[config.mk]
export PLATFORM = sky130hd
export DESIGN_NAME = pkt_dispatch_arb
export DESIGN_NICKNAME = d
export VERILOG_FILES = /design/src/rtl/pkt_dispatch_arb.sv
export SDC_FILE = /design/constraint.sdc
export NUM_CORES = 1
export LEC_CHECK = 0
export CAP_MARGIN = 10
export CORE_UTILIZATION = 30
export CTS_CLUSTER_DIAMETER = 100
export DETAILED_ROUTE_END_ITERATION = 7
export DONT_BUFFER_PORTS = 1
export SYNTH_ARGS = -nofsm -noshare
export SYNTH_HDL_FRONTEND = slang
export SYNTH_SLANG_ARGS = --single-unit
[constraint.sdc]
create_clock -name clk -period 2 [get_ports clk]
set_clock_uncertainty 0.05 [all_clocks]
set_input_delay 0.4 -clock clk [delete_from_list [all_inputs] [get_ports clk]]
set_output_delay 0.4 -clock clk [all_outputs]
set_load 0.02 [all_outputs]
[src/rtl/pkt_dispatch_arb.sv]
// pkt_dispatch_arb: round-robin dispatcher of a packet stream to one of N idle filter cores.
// Ports: clk, rst (async active-low); rdy_in[N] core idle flags; ack_out[N] one-cycle grant pulse;
// sel/sel_vld route beats to the owning core; pkt_valid/pkt_last/pkt_ready stream handshake;
// ovf pulses on an oversized packet; pkt_cnt counts delivered packets; ovf_cnt counts oversized ones.
module pkt_dispatch_arb #(
  parameter int N      = 4,
  parameter int TAG_SZ = ($clog2(N) < 1) ? 1 : $clog2(N),
  parameter int CNT_SZ = 12
) (
  input  logic              clk,
  input  logic              rst,
  input  logic [N-1:0]      rdy_in,
  output logic [N-1:0]      ack_out,
  output logic [TAG_SZ-1:0] sel,
  output logic              sel_vld,
  input  logic              pkt_valid,
  input  logic              pkt_last,
  output logic              pkt_ready,
  output logic              ovf,
  output logic [31:0]       pkt_cnt,
  output logic [15:0]       ovf_cnt
);
  localparam logic [1:0] IDLE  = 2'd0;
  localparam logic [1:0] XFER  = 2'd1;
  localparam logic [1:0] DRAIN = 2'd2;
  // MAX_BEATS-1 = 2^CNT_SZ - 2
  localparam logic [CNT_SZ-1:0] LAST_CNT = ~CNT_SZ'(1);

  logic [1:0]        state_q, state_d;
  logic [TAG_SZ-1:0] ptr_q, ptr_d, sel_q, sel_d, win, nxt;
  logic [N-1:0]      ack_q, ack_d;
  logic              ovf_q, ovf_d;
  logic [CNT_SZ-1:0] beat_q, beat_d;
  logic [31:0]       pkt_cnt_q, pkt_cnt_d;
  logic [15:0]       ovf_cnt_q, ovf_cnt_d;
  logic [2*N-1:0]    rot;
  int                s;

  // Rotating so that bit 0 is the ptr position turns the wrap-around search into a plain priority pick.
  assign rot = {rdy_in, rdy_in} >> ptr_q;
  assign nxt = (sel_q == TAG_SZ'(N - 1)) ? '0 : sel_q + TAG_SZ'(1);

  // Descending scan so the lowest rotated offset is the last (winning) assignment.
  always_comb begin
    win = '0;
    s   = 0;
    for (int j = N - 1; j >= 0; j--) begin
      if (rot[j]) begin
        s   = int'(ptr_q) + j;
        win = TAG_SZ'(s >= N ? s - N : s);
      end
    end
  end

  always_comb begin
    state_d   = state_q;
    ptr_d     = ptr_q;
    sel_d     = sel_q;
    ack_d     = '0;
    ovf_d     = 1'b0;
    beat_d    = beat_q;
    pkt_cnt_d = pkt_cnt_q;
    ovf_cnt_d = ovf_cnt_q;
    if (state_q == IDLE) begin
      if (|rdy_in) begin
        state_d = XFER;
        sel_d   = win;
        ack_d   = N'(1) << win;
        beat_d  = '0;
      end
    end else if (pkt_valid) begin
      if (pkt_last) begin
        state_d   = IDLE;
        ptr_d     = nxt;
        beat_d    = '0;
        pkt_cnt_d = (state_q == XFER) ? pkt_cnt_q + 32'd1 : pkt_cnt_q;
      end else if (state_q == XFER) begin
        if (beat_q == LAST_CNT) begin
          state_d   = DRAIN;
          ovf_d     = 1'b1;
          beat_d    = '0;
          ovf_cnt_d = (&ovf_cnt_q) ? ovf_cnt_q : ovf_cnt_q + 16'd1;
        end else begin
          beat_d = beat_q + CNT_SZ'(1);
        end
      end
    end
  end

  always_ff @(posedge clk or negedge rst) begin
    if (!rst) begin
      state_q   <= IDLE;
      ptr_q     <= '0;
      sel_q     <= '0;
      ack_q     <= '0;
      ovf_q     <= 1'b0;
      beat_q    <= '0;
      pkt_cnt_q <= '0;
      ovf_cnt_q <= '0;
    end else begin
      state_q   <= state_d;
      ptr_q     <= ptr_d;
      sel_q     <= sel_d;
      ack_q     <= ack_d;
      ovf_q     <= ovf_d;
      beat_q    <= beat_d;
      pkt_cnt_q <= pkt_cnt_d;
      ovf_cnt_q <= ovf_cnt_d;
    end
  end

  assign ack_out   = ack_q;
  assign sel       = sel_q;
  assign sel_vld   = state_q == XFER;
  assign pkt_ready = state_q != IDLE;
  assign ovf       = ovf_q;
  assign pkt_cnt   = pkt_cnt_q;
  assign ovf_cnt   = ovf_cnt_q;
endmodule

==> metrics <==
status=finished with violations; failing checks=negative hold slack; largest net degree at the start of global routing=72; Total Nets Final=about 400; CTS Buf Count=9; Peak VDD IR=roughly 0.52 mV; Area Overhead vs Synth=27.0%; GPL Wtd Cong=about 0.76; DR WL/cell=between 10 and 15 um; design area=about 4400 sq um; Placement Cell Area=roughly 4000 sq um; worst min path class=primary input to async pin; Filler Cells Inserted=~1100; initial antenna violation count=0; Crit Path Max Fanout=8; Port-buffer cells=0; #FFs+latches synth=71; detailed router's first-iteration violation count=between 100 and 150; Syn Nets=roughly 330; final wirelength=7780 um; final hold vios=71; Critical Path RT=approximately 2200 ps; Core ar.=about 11000 sq um; met2 Usage GRT=0.239; Starting Density=0.313; Die Width=around 110 um; Clock Latency Late Sink=between 300 and 400 ps; Critical Path AT=approximately 2100 ps; clk sinks=just over 70; CP cell instances=and4_1 > nand4_1 > o311ai_4 > buf_12 > mux2_1; setup violators final=0; GRT Overall Usage=0.141; clock slew at reported path FFs=roughly 60 ps; die height=about 110 um; vias in the first global route=2608; H-tree levels=3; Placed Cells=~500; 1st-pass router iterations=4; first-pass GRT wire length=12800 um; clock period minus worst slack=~1900 ps; synthesized cell area=around 3400 sq um; Crit. End Element=flip-flop; cell count after synthesis=320; Critical Path Source Type=flip-flop; RSZ-0062 raised after global routing=yes; Hold WS=-289 ps; DPL Wire Length=around 5500 um; sequential share of the synthesized area=0.517; Vias per Instance=a little under 5; n_diodes=0; Least-Margin Pin Slew=between 400 and 500 ps; P_leak=2.15 nW; Netlist cell types=44; CTS tree=built; worst stage delay on the critical path=between 300 and 400 ps; Max Root-Sink Buffers=2; Avg Cell Area, Syn=approximately 11 sq um; global route total overflow=0; die footprint=11900 sq um; post-route ant nets=0; FMAX=between 500 and 600 MHz; Most Used Layer, Global Route=met2; clk root buf=clkbuf_16; final worst path period share=0.973; via count=between 2000 and 3000; PwrDens=936 nW/um^2; met1 Use GR=0.162; Worst path slowest cell=o311ai_4; fin. max-slew vios=0; post-route insts no fill=about 530; # DRC=0; Slew HR=0.696; Crit Path Category=flip-flop to flip-flop; fraction of layout cells with a size suffix above 1=0.250; M3 GR Usage=0.0496; # rows=38; synth warn=0; IO Count=65; maxcap violations=0
==> logic make-up after synthesis <==
kind of cell	count (synthesis)	share of synthesized area
xor gates and xnor gates	54	0.138
adders and majority gates	5	0.0182
muxes	4	0.0127
and+or+nand+nor	143	0.234
DFF	71	0.517
AOI/OAI and AO/OA	26	0.0543
buffers and inverters	17	0.0262
==> report_power, final <==
group          switching [mW]  internal, mW  total, mW
logic                   0.444         0.344      0.788
registers               0.159          1.57       1.73
clock network           0.606         0.955       1.56
total                    1.21          2.87       4.08
==> synth_stat cells <==
| cell type | instances | area share |
|---|---|---|
| a211oi_1 | 1 | 0.0022 |
| a21boi_0 | 1 | 0.0022 |
| a21o_1 | 2 | 0.0044 |
| a21oi_1 | 10 | 0.015 |
| a221oi_2 | 1 | 0.0044 |
| a22o_1 | 1 | 0.0026 |
| and2_1 | 2 | 0.0036 |
| and2_2 | 1 | 0.0022 |
| and3_1 | 7 | 0.013 |
| and3_2 | 2 | 0.0044 |
| and4_1 | 3 | 0.0077 |
| and4_4 | 1 | 0.0033 |
| and4b_1 | 4 | 0.012 |
| buf_1 | 1 | 0.0011 |
| buf_4 | 1 | 0.0022 |
| buf_6 | 3 | 0.0098 |
| dfrtp_1 | 71 | 0.52 |
| ha_1 | 5 | 0.018 |
| inv_1 | 12 | 0.013 |
| mux2_1 | 1 | 0.0033 |
| mux2_2 | 2 | 0.0066 |
| mux2i_1 | 1 | 0.0029 |
| nand2_1 | 28 | 0.031 |
| nand2b_1 | 3 | 0.0055 |
| nand3_1 | 16 | 0.023 |
| nand4_1 | 19 | 0.035 |
| nand4_2 | 2 | 0.0073 |
| nand4_4 | 1 | 0.0062 |
| nor2_1 | 34 | 0.037 |
| nor2b_1 | 4 | 0.0073 |
| nor3_1 | 6 | 0.0087 |
| nor3_2 | 1 | 0.0029 |
| nor3_4 | 2 | 0.0095 |
| nor3b_1 | 1 | 0.0022 |
| nor4_1 | 4 | 0.0073 |
| nor4_2 | 1 | 0.0036 |
| o21a_1 | 1 | 0.0022 |
| o21ai_0 | 4 | 0.0058 |
| o21ba_2 | 1 | 0.0029 |
| o22ai_1 | 3 | 0.0055 |
| o311ai_4 | 1 | 0.0077 |
| or3_1 | 1 | 0.0018 |
| xnor2_1 | 22 | 0.056 |
| xor2_1 | 32 | 0.082 |
==> critical path: cells and delay by family (launching register included) <==
family | cells | cell delay [ps]
multiplexers | 1 | 320
flip-flops | 1 | 350
AND/OR/NAND/NOR | 2 | 550
AO/OA/AOI/OAI | 1 | 380
buffers and inverters | 1 | 170
==> state kept, by name, indices dropped and copies added (netlist names) <==
| signal | flops |
|---|---|
| ovf | 1 |
| ptr_q | 2 |
| ovf_cnt | 16 |
| state_q | 2 |
| ack_out | 4 |
| beat_q | 12 |
| sel | 2 |
| pkt_cnt | 32 |
==> cell type report <==
| class | count | area, sq um | share of cell area |
|---|---|---|---|
| Sequential cell | 71 | 1780 | 0.407 |
| Multi-Input combinational cell | 233 | 1640 | 0.375 |
| Timing Repair Buffer | 57 | 440 | 0.101 |
| Clock buffer | 9 | 225 | 0.0516 |
| Tap cell | 140 | 175 | 0.0402 |
| Clock inverter | 6 | 61.3 | 0.0141 |
| Inverter | 12 | 45.0 | 0.0103 |
==> cell usage in the layout, fill, tap and decap left out, types with 9 or more instances in the layout <==
| cell type | count |
|---|---|
| inv_1 | 12 |
| clkbuf_16 | 9 |
| buf_4 | 56 |
| xor2_1 | 32 |
| nand2_1 | 28 |
| nor2_1 | 32 |
| nand4_1 | 19 |
| nand3_1 | 16 |
| dfrtp_1 | 71 |
| xnor2_1 | 22 |
| a21oi_1 | 10 |
==> through the flow <==
| step | power, mW | setup TNS (ps) | worst slack (ps) | util | hold WS (ps) |
|---|---|---|---|---|---|
| 2_1_floorplan | 2.24 | 0 | 18.2 | - | 54.4 |
| 3_3_place_gp | 2.51 | 0 | 64.6 | 0.361 | 56.3 |
| 3_5_place_dp | 2.54 | -39.9 | -39.9 | 0.361 | 55.8 |
| 4_1_cts | 4.11 | 0 | 30.4 | 0.388 | -304 |
| 5_1_grt | 4.30 | -120 | -51.6 | 0.397 | -312 |
| 6_report | 4.08 | 0 | 53.5 | 0.397 | -289 |
==> final timing paths <==
check / start / to / slack (ps) / cells after the start
setup / recovery: ovf_cnt[9] / ovf_cnt[1] / 50 / 5
hold / removal: rst / ack_out[2] / -290 / 0
setup reg to reg: ovf_cnt[9] / ovf_cnt[1] / 50 / 5
hold reg to reg: beat_q[11] / beat_q[11] / 500 / 2
max in group asynchronous: rst / ovf / 2080 / 0
min in group clk: pkt_last / state_q[1] / 100 / 1
==> per-layer routing <==
metal | routed length, um | part of all wire
met2 | 3850 | 0.49
met4 | 121 | 0.016
met3 | 519 | 0.067
met5 | 0 | 0
met1 | 3290 | 0.42
==> what timing repair did <==
action	4_1_cts	5_1_grt
setup buffers	0	4
pin swaps	1	4
hold endpoints to repair	71	71
gates resized for setup	1	9
endpoints found under the setup margin	2	22
cloned	1	0
Power figures use the tool's default switching activity.
